<file path="config.mk">
export PLATFORM = sky130hd
export DESIGN_NAME = qmult_seq
export DESIGN_NICKNAME = d
export VERILOG_FILES = /design/src/rtl/qmult_seq.sv
export SDC_FILE = /design/constraint.sdc
export NUM_CORES = 1
export LEC_CHECK = 0
export BUFFER_PORTS_ARGS = -buffer_cell sky130_fd_sc_hd__buf_2
export CAP_MARGIN = 0
export CORE_AREA = 4 4 174 176
export CTS_CLUSTER_DIAMETER = 30
export CTS_CLUSTER_SIZE = 8
export DETAILED_ROUTE_END_ITERATION = 10
export DIE_AREA = 0 0 178 180
export SLEW_MARGIN = 25
export SYNTH_ARGS = -nofsm -noshare
export SYNTH_HDL_FRONTEND = slang
export SYNTH_SLANG_ARGS = --single-unit
</file>
<file path="constraint.sdc">
create_clock -name clk -period 6 [get_ports clk]
set_clock_uncertainty 0.2 [all_clocks]
set_input_delay 0.6 -clock clk [delete_from_list [all_inputs] [get_ports clk]]
set_output_delay 0.6 -clock clk [all_outputs]
set_load 0.02 [all_outputs]
</file>
<file path="src/rtl/qmult_seq.sv">
// qmult_seq: sequential sign-magnitude Qm.n fixed-point multiplier.
// Shift-and-add over the N-1 magnitude bits of the multiplier, one bit per clock.
// Shares its number format and start/complete handshake with the fixed-point divider.
//
// Parameters:
//   Q - number of fractional bits
//   N - total word width including the sign bit (N-1 > Q)
//
// Ports:
//   clk            - system clock, rising edge
//   rst            - asynchronous active-high reset
//   i_start        - start request, sampled only while idle
//   i_multiplicand - sign-magnitude operand A
//   i_multiplier   - sign-magnitude operand B
//   o_result       - sign-magnitude product, held until the next completion
//   o_complete     - one-cycle pulse when o_result/o_overflow are updated
//   o_overflow     - product magnitude did not fit in N-1 bits (result saturated)
//   o_busy         - high while a multiplication is in flight
//
// Build option:
//   QMULT_ROUND_EN - when defined, the magnitude is rounded half up instead of truncated.
module qmult_seq #(
  parameter int Q = 16,
  parameter int N = 32
) (
  input  logic         clk,
  input  logic         rst,
  input  logic         i_start,
  input  logic [N-1:0] i_multiplicand,
  input  logic [N-1:0] i_multiplier,
  output logic [N-1:0] o_result,
  output logic         o_complete,
  output logic         o_overflow,
  output logic         o_busy
);

  localparam int W  = N - 1;      // magnitude width
  localparam int PW = 2 * W;      // full product width
  localparam int CW = $clog2(N);  // counter holds values up to N-1

  typedef enum logic {StIdle, StCalc} state_t;

  state_t          r_state;
  logic [PW-1:0]   r_a;
  logic [W-1:0]    r_b;
  logic            r_sign;
  logic [PW-1:0]   r_acc;
  logic [CW-1:0]   r_count;
  logic [N-1:0]    r_result;
  logic            r_complete;
  logic            r_overflow;
  logic            r_busy;

  logic [PW-1:0]   w_sum;
  logic [W-1:0]    w_mag;
  logic            w_ovf;
  logic [N-1:0]    w_result;
`ifdef QMULT_ROUND_EN
  logic [W:0]      w_mag_rnd;
`endif

  // Accumulator value after this iteration; on the last iteration it is the full product.
  assign w_sum = r_acc + (r_b[0] ? r_a : '0);

  always_comb begin
    w_ovf = |w_sum[PW-1:Q+W];
`ifdef QMULT_ROUND_EN
    // Round half up; a carry out of the magnitude field is treated as overflow.
    w_mag_rnd = {1'b0, w_sum[Q+W-1:Q]} + {{W{1'b0}}, w_sum[Q-1]};
    w_ovf     = w_ovf | w_mag_rnd[W];
    w_mag     = w_mag_rnd[W-1:0];
`else
    w_mag = w_sum[Q+W-1:Q];
`endif
    if (w_ovf) begin
      w_result = {r_sign, {W{1'b1}}};
    end else if (w_mag == '0) begin
      w_result = '0;  // never produce negative zero
    end else begin
      w_result = {r_sign, w_mag};
    end
  end

  always_ff @(posedge clk or posedge rst) begin
    if (rst) begin
      r_state    <= StIdle;
      r_a        <= '0;
      r_b        <= '0;
      r_sign     <= 1'b0;
      r_acc      <= '0;
      r_count    <= '0;
      r_result   <= '0;
      r_complete <= 1'b0;
      r_overflow <= 1'b0;
      r_busy     <= 1'b0;
    end else begin
      r_complete <= 1'b0;
      case (r_state)
        StIdle: begin
          if (i_start) begin
            r_a     <= {{W{1'b0}}, i_multiplicand[W-1:0]};
            r_b     <= i_multiplier[W-1:0];
            r_sign  <= i_multiplicand[N-1] ^ i_multiplier[N-1];
            r_acc   <= '0;
            r_count <= CW'(W);
            r_busy  <= 1'b1;
            r_state <= StCalc;
          end
        end
        StCalc: begin
          r_acc   <= w_sum;
          r_a     <= r_a << 1;
          r_b     <= r_b >> 1;
          r_count <= r_count - CW'(1);
          if (r_count == CW'(1)) begin
            r_state    <= StIdle;
            r_busy     <= 1'b0;
            r_result   <= w_result;
            r_overflow <= w_ovf;
            r_complete <= 1'b1;
          end
        end
        default: r_state <= StIdle;
      endcase
    end
  end

  assign o_result   = r_result;
  assign o_complete = r_complete;
  assign o_overflow = r_overflow;
  assign o_busy     = r_busy;

endmodule

</file>
## After elaboration in Yosys (flattened, before gate mapping)

Cells that the tools add are included.

| storage, ports and cells | value |
|---|---|
| bits of input ports | 67 |
| logic and storage cells | 41 |
| output and inout bits | 35 |
| register bits | 197 |

| operators by class | value |
|---|---|
| equality and inequality tests | 3 |
| mux-type cells | 19 |
| reductions and logical operators | 5 |
| $add $sub $neg | 2 |
| bitwise operators | 2 |

Operator list:

| cell | number |
|---|---|
| case mux 62 bit (2 select lines) | 2 |
| 2-to-1 mux 62 bit | 3 |
| 2-to-1 mux 32 bit | 2 |
| adder 62 bit | 1 |
| case mux 31 bit (2 select lines) | 1 |
| logical NOT 31 bit | 1 |
| 2-to-1 mux 31 bit | 1 |
| OR reduction 15 bit | 1 |
| case mux 5 bit (2 select lines) | 1 |
| 2-to-1 mux 1 bit | 6 |
| AND reduction 2 bit | 3 |
| equality test 5 x 1 -> 1 bit (second input constant) | 1 |
| 2-to-1 mux 5 bit | 1 |
| subtractor 5 x 1 -> 5 bit (second input constant) | 1 |
| case mux 1 bit (2 select lines) | 2 |
| != test 2 x 1 -> 1 bit (second input constant) | 1 |
| != test 2 bit (second input constant) | 1 |
| NOT 1 bit | 1 |
| bitwise XOR 1 bit | 1 |

## Logic depth before layout (Yosys ltp)

Gate-level depths: netlist of the first run.

| depth | value |
|---|---|
| depth after elaboration | 5 |
| gate-level depth with buffers | 18 |
| gate-level depth less buffers | 15 |

## Worst setup path after synthesis of the first run

OpenSTA, ideal clock, no wires.

| timing | value |
|---|---|
| path type | reg2reg |
| from | reg r_b[0] |
| to | reg r_result[10], in the netlist o_result[10] |
| path buffers | 5 |
| period minus slack after synthesis | 4.878 ns |
| required time | 5.679 ns |
| setup time | 0.121 ns |
| stages on the path, launching flop included | 19 |
| data arrival time | 4.557 ns |
| slack | 1.122 ns |
| cells stage by stage | dfrtp_1 clkbuf_1 clkbuf_1 and2_1 ha_1 clkbuf_1 nand4_1 or3_1 or3b_2 a31oi_1 nor3_2 o21ai_1 xnor2_1 nand3_1 or4b_1 or4_4 buf_6 buf_6 o22a_1 |

| between the ends | value |
|---|---|
| cells in the longest elaborated chain, start to end | 5 |
| elaborated cells on any way between the ends | 6 |
| classes of those cells | add/sub (1); mux (3); reduce/logical (2) |

RTL lines:

| what | RTL line | text |
|---|---|---|
| from (decl) | 45 | `logic [W-1:0] r_b;` |
| from (signal assigned) | 102 | `r_b <= i_multiplier[W-1:0];` |
| from (signal assigned) | 113 | `r_b <= r_b >> 1;` |
| 2-to-1 mux 62 bit * | 63 | `assign w_sum = r_acc + (r_b[0] ? r_a : '0);` |
| adder 62 bit * | 63 |  |
| logical NOT 31 bit | 77 | `end else if (w_mag == '0) begin` |
| 2-to-1 mux 32 bit | 77 |  |
| 2-to-1 mux 32 bit * | 75 | `if (w_ovf) begin` |
| to (signal assigned) | 118 | `r_result <= w_result;` |
| to (decl) | 49 | `logic [N-1:0] r_result;` |

Every way passes the cells marked *; elsewhere a longest branch is shown, timed or not.
A chain may end at the register's enable or synchronous reset.

## Worst setup path after layout of the first run

| timing | value |
|---|---|
| from | reg r_b[0] |
| to | reg r_result[27], in the netlist o_result[27] |

Same word-level chain as after synthesis.

==> key figures, run 1 <==
Status
  – Status: completed

Cells and area
  – Fill count: 2774
  – Layout cell share with drive strength beyond 1: 0.109
  – Area occupied by multi-input gates: 7320 sq um
  – Antenna cells: 0
  – Final #Nets: 1620
  – Area occupied by registers: 4930 sq um
  – Most common cell after layout, fill and taps aside: nand2_1
  – Final core occ: 0.491
  – P&R area growth vs syn: 10.6%
  – Most frequent cells in the layout: 210 x nand2_1, 196 x dfrtp_1, 183 x o21ai_0

Floorplan
  – Row count: 62
  – Core area: 28600 sq um
  – DIE HEIGHT: 180 um
  – Initial Utilization: 0.444
  – I/O pin count: 102
  – Die Span X: 178 um
  – Total die area: 32000 sq um

Place
  – HPWL after detailed placement: 23200 um
  – Final Wtd Congestion: 0.919
  – IO Port Bufs: 101

STA
  – TNS Setup: 0 ns
  – Worst Max-Slew Pin Slew: 0.926 ns
  – Final setup fails: 0
  – Unrepaired setup endpoints after global routing: no
  – Tightest slew margin relative to the limit: 0.383
  – Fmax: 0.191 GHz
  – Hold WS: 0.193 ns
  – Minimum clock period after layout: 5.25 ns
  – Final period utilization: 0.874
  – Max Slew Vio Count: 0
  – Final hold violations: 0

Worst setup path
  – Worst setup SP type: flop
  – CP required: 6.13 ns
  – Critical path type: flop to flop
  – CP peak stage delay: 0.63 ns
  – Crit-path slowest cell: or4_4
  – CP endpoint kind: flop
  – Worst path arrival time: 5.38 ns
  – CP Cell Sequence: buf_12, and2_1, ha_1, nand4_1, or3_1, or2_2, a2111oi_2, nor3_2, o21ai_1, xnor2_1, nand3_1, or4b_1, or4_4, o22a_1
  – CP Max Fanout: 62

Yosys
  – Net Count, Synth: 1590
  – Synth Instances: 1459
  – Post-synthesis sequential area ratio: 0.388
  – Synthesized flop and latch total: 197
  – Primary FF master, synth: dfrtp_1
  – Post-synth EDFFs: 0
  – Post-synth design cell area: 12700 sq um
  – Yosys cell types: 71
  – Share of flip-flops with an asynchronous set or reset: 1.00
  – Ys Warns: 0
  – Syn Area/Cell: 8.71 sq um

Clocking
  – Root Buffer: clkbuf_16
  – Max H-tree Level: 4
  – CTS tree: built
  – Clock buffer count from CTS: 17
  – Clk_lat worst skew: 0.45 ns
  – Hold-fix buffers at CTS: 1
  – Post-CTS Setup Bufs: 0
  – CTS resizes: 0
  – Sink Count: 197
  – Max Root-Sink Buffers: 2
  – Clk slew on worst S/H paths: 0.08 ns

Drt
  – DRC viols: 0
  – Vias: 10500
  – Routed WL: 32000 um
  – Per-cell routed wire length: 17.0 um
  – Antenna-violating nets left: 0
  – DRT iter0 DRCs: 807
  – DR pass1 iterations: 7
  – Vias/cell: 5.58

GRT
  – Initial antenna violation count: 0
  – Vias in the first global route: 10400
  – GRT overflow: 0
  – Largest net degree at the start of global routing: 131
  – GR Util All Layers: 0.205
  – First-pass GRT wire length: 54100 um

Worst hold path
  – Min-Delay Path Class: input pin to flop

Job
  – Max-cap violation count: 0

Pwr
  – Power Density: 485 nW/um^2
  – VDD IR max: 0.279 mV
  – Total chip power: 6.81 mW
  – LEAKAGE: 6.31 nW
-- state kept, by name (all words and copies together) (netlist names) --
| signal | count |
|---|---|
| o_overflow | 1 |
| r_acc | 62 |
| r_b | 31 |
| r_state | 1 |
| o_result | 32 |
| o_busy | 1 |
| r_a | 62 |
| r_count | 5 |
| r_sign | 1 |
| o_complete | 1 |
-- Yosys cell counts, types with 8 or more instances --
library cell | n | area, sq um
a21o_1 | 18 | 135
a21oi_1 | 89 | 445
a31oi_1 | 8 | 50.1
and2_1 | 62 | 388
buf_2 | 9 | 45.0
clkbuf_1 | 83 | 312
dfrtp_1 | 197 | 4930
ha_1 | 63 | 788
inv_1 | 12 | 45.0
mux2i_1 | 74 | 741
nand2_1 | 210 | 788
nand2b_1 | 93 | 582
nand3_1 | 12 | 60.1
nand4_1 | 28 | 175
nor2_1 | 59 | 221
nor3_1 | 19 | 95.1
nor4_1 | 11 | 68.8
o21a_1 | 11 | 82.6
o21ai_0 | 183 | 916
o22a_1 | 29 | 254
xnor2_1 | 42 | 368
xor2_1 | 22 | 193
-- worst paths after layout --
kind | start | endpoint | slack (ns) | cells after the start
max | r_b[0] | o_result[27] | 0.75 | 14
min | i_multiplier[30] | r_b[30] | 0.19 | 3
max reg2reg | r_b[0] | o_result[27] | 0.75 | 14
min reg2reg | r_b[20] | r_b[19] | 0.28 | 2
max in group asynchronous | rst | r_a[42] | 3.97 | 4
min in group asynchronous | rst | r_a[11] | 0.50 | 3
-- stage by stage --
stage / setup WS (ns) / cells / area, sq um
detailed placement: 0.854 / 1851 / 13400
floorplan: 1.12 / 1459 / 12700
finish: 0.754 / 1886 / 14000
CTS: 0.803 / 1884 / 14000
global placement: 0.992 / 1851 / 13400
global route: 0.461 / 1886 / 14000
-- power breakdown --
part           switching, mW  internal (mW)  leakage [nW]  total [mW]
registers              0.421           1.93          2.46        2.35
logic                   2.03           1.24          3.56        3.27
clock network          0.552          0.638         0.292        1.19
-- layer usage --
| layer | vias up | GRT usage | part of all wire |
|---|---|---|---|
| met5 | - | 0 | 0 |
| met4 | 0 | 0.0690 | 0.023 |
| met3 | 43 | 0.0355 | 0.042 |
| met2 | 227 | 0.314 | 0.45 |
| met1 | 5050 | 0.293 | 0.48 |
| li1 | 5208 | - | - |
-- critical path: cells and delay by family (launching register included) --
family	cells	cell delay, ns
adder cells (fa/ha/maj)	1	0.41
flip-flops	1	0.41
buffers and inverters	1	0.19
AND/OR/NAND/NOR	8	2.60
AO/OA/AOI/OAI	3	1.07
XOR/XNOR	1	0.19
-- cell type report --
| cell class | count | area share |
|---|---|---|
| inverter | 12 | 0.00347 |
| clock buffer | 18 | 0.0313 |
| sequential | 197 | 0.351 |
| tap | 384 | 0.0342 |
| timing repair buffer | 113 | 0.0470 |
| clock inverter | 14 | 0.0117 |
| multi-input combinational | 1148 | 0.521 |
-- cells by family after synthesis --
family | count (synthesis) | share of synthesized area
simple gates | 531 | 0.209
compound gates | 415 | 0.200
flops | 197 | 0.388
buf+inv | 114 | 0.0364
mux | 74 | 0.0583
xor+xnor | 64 | 0.0441
fa+ha+maj | 64 | 0.0636
(Power assumes the default switching activity.)
==> run 2, diff against run 1 <==
--- a/config.mk
+++ b/config.mk
@@ -8,9 +8,12 @@
 export BUFFER_PORTS_ARGS = -buffer_cell sky130_fd_sc_hd__buf_2
 export CAP_MARGIN = 0
-export CORE_AREA = 4 4 174 176
+export CELL_PAD_IN_SITES_DETAIL_PLACEMENT = 0
+export CELL_PAD_IN_SITES_GLOBAL_PLACEMENT = 1
+export CORE_AREA = 4 4 179 181
 export CTS_CLUSTER_DIAMETER = 30
 export CTS_CLUSTER_SIZE = 8
 export DETAILED_ROUTE_END_ITERATION = 10
-export DIE_AREA = 0 0 178 180
+export DIE_AREA = 0 0 183 185
+export PLACE_DENSITY_LB_ADDON = 0.1
 export SLEW_MARGIN = 25
 export SYNTH_ARGS = -nofsm -noshare
==> constraint.sdc (replaced) <==
create_clock -name clk -period 6 [get_ports clk]
set_clock_uncertainty 0.2 [all_clocks]
set_input_delay 0.3 -clock clk [delete_from_list [all_inputs] [get_ports clk]]
set_output_delay 0.3 -clock clk [all_outputs]
set_load 0.02 [all_outputs]
==> key figures, run 2 (synthesis results as in run 1) <==
Drt
  – DR pass1 iterations: 5 (-2)
  – Per-cell routed wire length: 17.6 um (+3.8%)
  – DRT iter0 DRCs: 746 (-7.6%)
  – Vias/cell: 5.46 (-2.2%)
  – Antenna-violating nets left: 0 (unchanged)
  – Routed WL: 34600 um (+8.1%)
  – Vias: 10700 (+1.8%)
  – DRC viols: 0 (unchanged)

Clocking
  – Max Root-Sink Buffers: 2 (unchanged)
  – CTS tree: built
  – Clock buffer count from CTS: 17 (unchanged)
  – Max H-tree Level: 4 (unchanged)
  – Clk slew on worst S/H paths: 0.09 ns (about the same)
  – Clk_lat worst skew: 0.46 ns (about the same)
  – CTS resizes: 0 (unchanged)
  – Hold-fix buffers at CTS: 65 (+64)
  – Root Buffer: clkbuf_16
  – Sink Count: 197 (unchanged)
  – Post-CTS Setup Bufs: 0 (unchanged)

Floorplan
  – Die Span X: 183 um (+2.8%)
  – Total die area: 33900 sq um (+5.7%)
  – DIE HEIGHT: 185 um (+2.8%)
  – Core area: 30400 sq um (+6.3%)
  – I/O pin count: 102 (unchanged)
  – Row count: 64 (+3.2%)
  – Initial Utilization: 0.417 (-0.0263)

Pwr
  – LEAKAGE: 6.59 nW (+4.4%)
  – Power Density: 467 nW/um^2 (-3.7%)
  – Total chip power: 6.86 mW (+0.84%)
  – VDD IR max: 0.253 mV (-9.1%)

Cells and area
  – Most common cell after layout, fill and taps aside: nand2_1
  – Final #Nets: 1685 (+4.0%)
  – Final std cells w/o fill: 1963 (+4.1%)
  – Antenna cells: 0 (unchanged)
  – P&R area growth vs syn: 15.7%
  – Layout cell share with drive strength beyond 1: 0.105 (-0.00386)
  – Fill count: 2955 (+6.5%)
  – Most frequent cells in the layout: 210 x nand2_1, 196 x dfrtp_1, 183 x o21ai_0

Job
  – Max-cap violation count: 0 (unchanged)

STA
  – Worst Max-Slew Pin Slew: 0.942 ns (+0.0161 ns)
  – Minimum clock period after layout: 5.35 ns (+0.106 ns)
  – Fmax: 0.187 GHz (-2.0%)
  – Final period utilization: 0.892 (+0.0177)
  – Final setup fails: 0 (unchanged)
  – TNS Setup: 0 ns (unchanged)
  – Max Slew Vio Count: 0 (unchanged)
  – Hold WS: 0.286 ns (+0.0927 ns)
  – Unrepaired setup endpoints after global routing: no
  – Tightest slew margin relative to the limit: 0.372 (-0.0107)
  – Final hold violations: 0 (unchanged)

Place
  – Final Wtd Congestion: 0.906 (-1.4%)
  – Cell total after placement: 1864 (+0.70%)
  – IO Port Bufs: 101 (unchanged)
  – HPWL after detailed placement: 24400 um (+4.9%)

Worst hold path
  – Min-Delay Path Class: input pin to flop

Worst setup path
  – CP required: 6.14 ns (about the same)
  – Worst path arrival time: 5.49 ns (+0.11 ns)
  – CP Cell Sequence: buf_12, and2_1, ha_1, nand4_1, or3_1, or3b_2, a31oi_1, nor3_2, o21ai_1, xnor2_1, nand3_1, or4b_1, or4_4, o22a_1
  – CP peak stage delay: 0.65 ns (+0.02 ns)
  – Worst path bufs/invs: 1 (unchanged)
  – Crit-path slowest cell: or4_4
  – CP endpoint kind: flop
  – Critical path type: flop to flop
  – CP Max Fanout: 63 (+1.6%)
  – Worst setup SP type: flop
  – Delay-heaviest family, CP: simple AND/OR/NAND/NOR gates

GRT
  – GRT met1 Usage: 0.297 (+0.00400)
  – Met2 GRT Util: 0.334 (+0.0201)
  – GR peak layer: met2
  – Met3 Usage GRT: 0.0312 (-0.00428)
  – Vias in the first global route: 10700 (+2.7%)
  – GR Util All Layers: 0.207 (+0.00239)
  – First-pass GRT wire length: 57200 um (+5.8%)
  – Largest net degree at the start of global routing: 116 (-11%)
  – Initial antenna violation count: 0 (unchanged)
  – GRT overflow: 0 (unchanged)

Status
  – Status: completed
run 2: cell count changes in the layout (fill, tap and decap cells not counted), sizes merged:
cell,previous run,this run
bufinv,2,0
dlygate4sd3,1,65
clkinvlp,3,1
inv,18,19
clkinv,3,6
buf,112,113
run 2: area by class of cell:
| cell class | instances | area [sq um] | area share |
|---|---|---|---|
| sequential | 197 | 4930 | 0.336 |
| clock buffer | 18 | 439 | 0.0299 |
| timing repair buffer | 178 | 1310 | 0.0888 |
| multi-input combinational | 1148 | 7320 | 0.498 |
| inverter | 12 | 52.6 | 0.00358 |
| tap | 396 | 495 | 0.0337 |
| clock inverter | 14 | 156 | 0.0106 |
run 2: path summary, 6_finish.rpt:
check                      startpoint      endpoint  slack [ns]  cells after the start
max                            r_b[0]  o_result[12]        0.65                     14
min                           i_start       r_a[53]        0.29                      2
min reg2reg                   r_b[14]       r_b[13]        0.29                      2
max in group asynchronous         rst     r_acc[11]        4.15                      5
max reg2reg                    r_b[0]  o_result[12]        0.65                     14
min in group asynchronous         rst     r_acc[42]        0.33                      3
run 2: metal layers:
layer | vias to the layer above | part of all wire
met1 | 5156 | 0.50
met5 | - | 0
met4 | 0 | 0.012
li1 | 5352 | -
met3 | 25 | 0.032
met2 | 182 | 0.46
run 2: through the flow:
stage	util	setup WS (ns)	cell area, sq um
2_1_floorplan	-	0.131	12700
3_3_place_gp	0.440	0.947	13400
3_5_place_dp	0.440	0.821	13400
4_1_cts	0.481	0.787	14600
5_1_grt	0.483	0.500	14700
6_report	0.483	0.648	14700
run 2: report_power, final:
group | switching (mW) | leakage, nW | internal (mW) | total [mW]
clock | 0.599 | 0.289 | 0.571 | 1.17
combinational | 2.09 | 3.84 | 1.28 | 3.37
sequential | 0.402 | 2.46 | 1.92 | 2.33
==> run 3, diff against run 2 <==
CORE_AREA = 4 4 188 190   (was 4 4 179 181)
DIE_AREA = 0 0 192 194   (was 0 0 183 185)
==> key figures, run 3 (synthesis results as in run 1) <==
Status
  – Status: completed

STA
  – Minimum clock period after layout: 5.24 ns (-0.111 ns)
  – Final hold violations: 0 (unchanged)
  – Unrepaired setup endpoints after global routing: no
  – Final period utilization: 0.874 (-0.0185)
  – Fmax: 0.191 GHz (+2.1%)
  – Worst Max-Slew Pin Slew: 0.953 ns (+0.0107 ns)
  – Tightest slew margin relative to the limit: 0.365 (-0.00714)
  – Max Slew Vio Count: 0 (unchanged)
  – TNS Setup: 0 ns (unchanged)
  – Final setup fails: 0 (unchanged)

Drt
  – DRC viols: 0 (unchanged)
  – DR pass1 iterations: 5 (unchanged)
  – Vias: 10600 (-1.0%)
  – Per-cell routed wire length: 17.6 um (about the same)
  – Antenna-violating nets left: 0 (unchanged)
  – DRT iter0 DRCs: 631 (-15%)
  – Routed WL: 35500 um (+2.7%)
  – Vias/cell: 5.27 (-3.5%)

Floorplan
  – I/O pin count: 102 (unchanged)
  – Core area: 33400 sq um (+9.9%)
  – Row count: 67 (+4.7%)
  – Die Span X: 192 um (+4.9%)
  – Total die area: 37200 sq um (+10%)
  – DIE HEIGHT: 194 um (+4.9%)
  – Initial Utilization: 0.380 (-0.0377)

Worst setup path
  – CP Max Fanout: 63 (unchanged)
  – RR Startpoint: r_b[0]
  – CP required: 6.14 ns (about the same)
  – Critical path type: flop to flop
  – CP endpoint kind: flop
  – Worst setup SP type: flop
  – Flop2flop setup slack: 0.76 ns (+0.11 ns)
  – CP peak stage delay: 0.65 ns (about the same)
  – R2r worst-path depth: 14 (unchanged)
  – Reg-to-reg endpoint: o_result[28]
  – Crit-path slowest cell: or4_4
  – CP Cell Sequence: buf_12, and2_1, ha_1, nand4_1, or3_1, or3b_2, a31oi_1, nor3_2, o21ai_1, xnor2_1, nand3_1, or4b_1, or4_4, o22a_1
  – Worst path arrival time: 5.39 ns (-0.10 ns)

Place
  – IO Port Bufs: 101 (unchanged)
  – Final Wtd Congestion: 0.862 (-4.8%)
  – HPWL after detailed placement: 25500 um (+4.4%)

Clocking
  – Max Root-Sink Buffers: 2 (unchanged)
  – Post-CTS Setup Bufs: 0 (unchanged)
  – CTS resizes: 0 (unchanged)
  – Hold-fix buffers at CTS: 65 (unchanged)
  – Root Buffer: clkbuf_16
  – CTS tree: built
  – Clk slew on worst S/H paths: 0.08 ns (about the same)
  – Max H-tree Level: 4 (unchanged)
  – Sink Count: 197 (unchanged)
  – Clock buffer count from CTS: 17 (unchanged)
  – Clk_lat worst skew: 0.46 ns (about the same)

GRT
  – GR Util All Layers: 0.194 (-0.0134)
  – Largest net degree at the start of global routing: 128 (+10%)
  – GRT overflow: 0 (unchanged)
  – Vias in the first global route: 10800 (+0.32%)
  – First-pass GRT wire length: 58600 um (+2.4%)
  – Initial antenna violation count: 0 (unchanged)

Cells and area
  – Final #Nets: 1684 (-0.059%)
  – Most common cell after layout, fill and taps aside: nand2_1
  – Most frequent cells in the layout: 210 x nand2_1, 196 x dfrtp_1, 183 x o21ai_0
  – P&R area growth vs syn: 15.9%
  – Antenna cells: 0 (unchanged)
  – Final core occ: 0.440 (-0.0430)
  – Layout cell share with drive strength beyond 1: 0.103 (-0.00121)

Pwr
  – Power Density: 463 nW/um^2 (-0.79%)
  – LEAKAGE: 6.56 nW (-0.50%)
  – VDD IR max: 0.229 mV (-9.5%)

Worst hold path
  – Min-Delay Path Class: input pin to async pin

Job
  – Max-cap violation count: 0 (unchanged)
-- run 3: cell count changes in the layout (fill, tap and decap cells not counted) --
cell,before,now
clkinv_8,3,0
clkinvlp_4,1,4
buf_4,9,8
clkbuf_1,0,1
clkinv_2,0,1
clkinv_4,3,2
inv_8,6,5
-- run 3: stage by stage --
| stage | cells | area (sq um) | hold slack (ns) | worst slack, ns | power [mW] |
|---|---|---|---|---|---|
| 2_1_floorplan | 1459 | 12700 | 0.249 | 0.131 | 4.72 |
| 3_3_place_gp | 1915 | 13500 | 0.258 | 0.922 | 5.66 |
| 3_5_place_dp | 1916 | 13500 | 0.269 | 0.817 | 5.69 |
| 4_1_cts | 2013 | 14700 | 0.285 | 0.781 | 6.89 |
| 5_1_grt | 2014 | 14700 | 0.159 | 0.431 | 7.44 |
| 6_report | 2014 | 14700 | 0.152 | 0.759 | 6.82 |
-- run 3: critical path: cells and delay by family, from the launching register on --
family,cells,cell delay (ns)
and+or+nand+nor,8,2.78
AOI/OAI and AO/OA,3,0.87
adders and majority gates,1,0.43
DFF,1,0.40
buffers and inverters,1,0.18
xor gates and xnor gates,1,0.18
-- run 3: report_power, final --
group          total (mW)  switching [mW]  internal [mW]  leakage (nW)
combinational        3.35            2.08           1.27          3.83
clock                1.12           0.567          0.556         0.264
sequential           2.34           0.420           1.92          2.46
-- run 3: area by class of cell --
type	count	area (sq um)
sequential	197	4930
tap	448	561
multi-input combinational	1148	7320
clock inverter	13	115
clock buffer	19	443
fill	3365	18700
timing repair buffer	177	1300
inverter	12	52.6
-- run 3: routing by layer --
| metal | up-vias | GRT usage | routed length, um | share of wire |
|---|---|---|---|---|
| met5 | - | 0 | 0 | 0 |
| met4 | 0 | 0.0518 | 567 | 0.016 |
| met3 | 31 | 0.0326 | 1160 | 0.033 |
| met2 | 161 | 0.304 | 16100 | 0.45 |
| met1 | 5074 | 0.278 | 17700 | 0.50 |
| li1 | 5342 | - | - | - |
-- run 3: how the worst max path moves through the flow --
| stage | start | slack [ns] | end | cells past startpoint |
|---|---|---|---|---|
| 6_report | r_b[0] | 0.76 | o_result[28] | 14 |
| 2_1_floorplan | rst | 0.13 | o_busy | 1 |
| 4_1_cts | r_b[0] | 0.78 | o_result[19] | 14 |
| 3_5_place_dp | r_b[0] | 0.82 | o_result[28] | 14 |
| 5_1_grt | r_b[0] | 0.43 | o_result[12] | 14 |
| 3_3_place_gp | r_b[0] | 0.92 | o_result[31] | 17 |
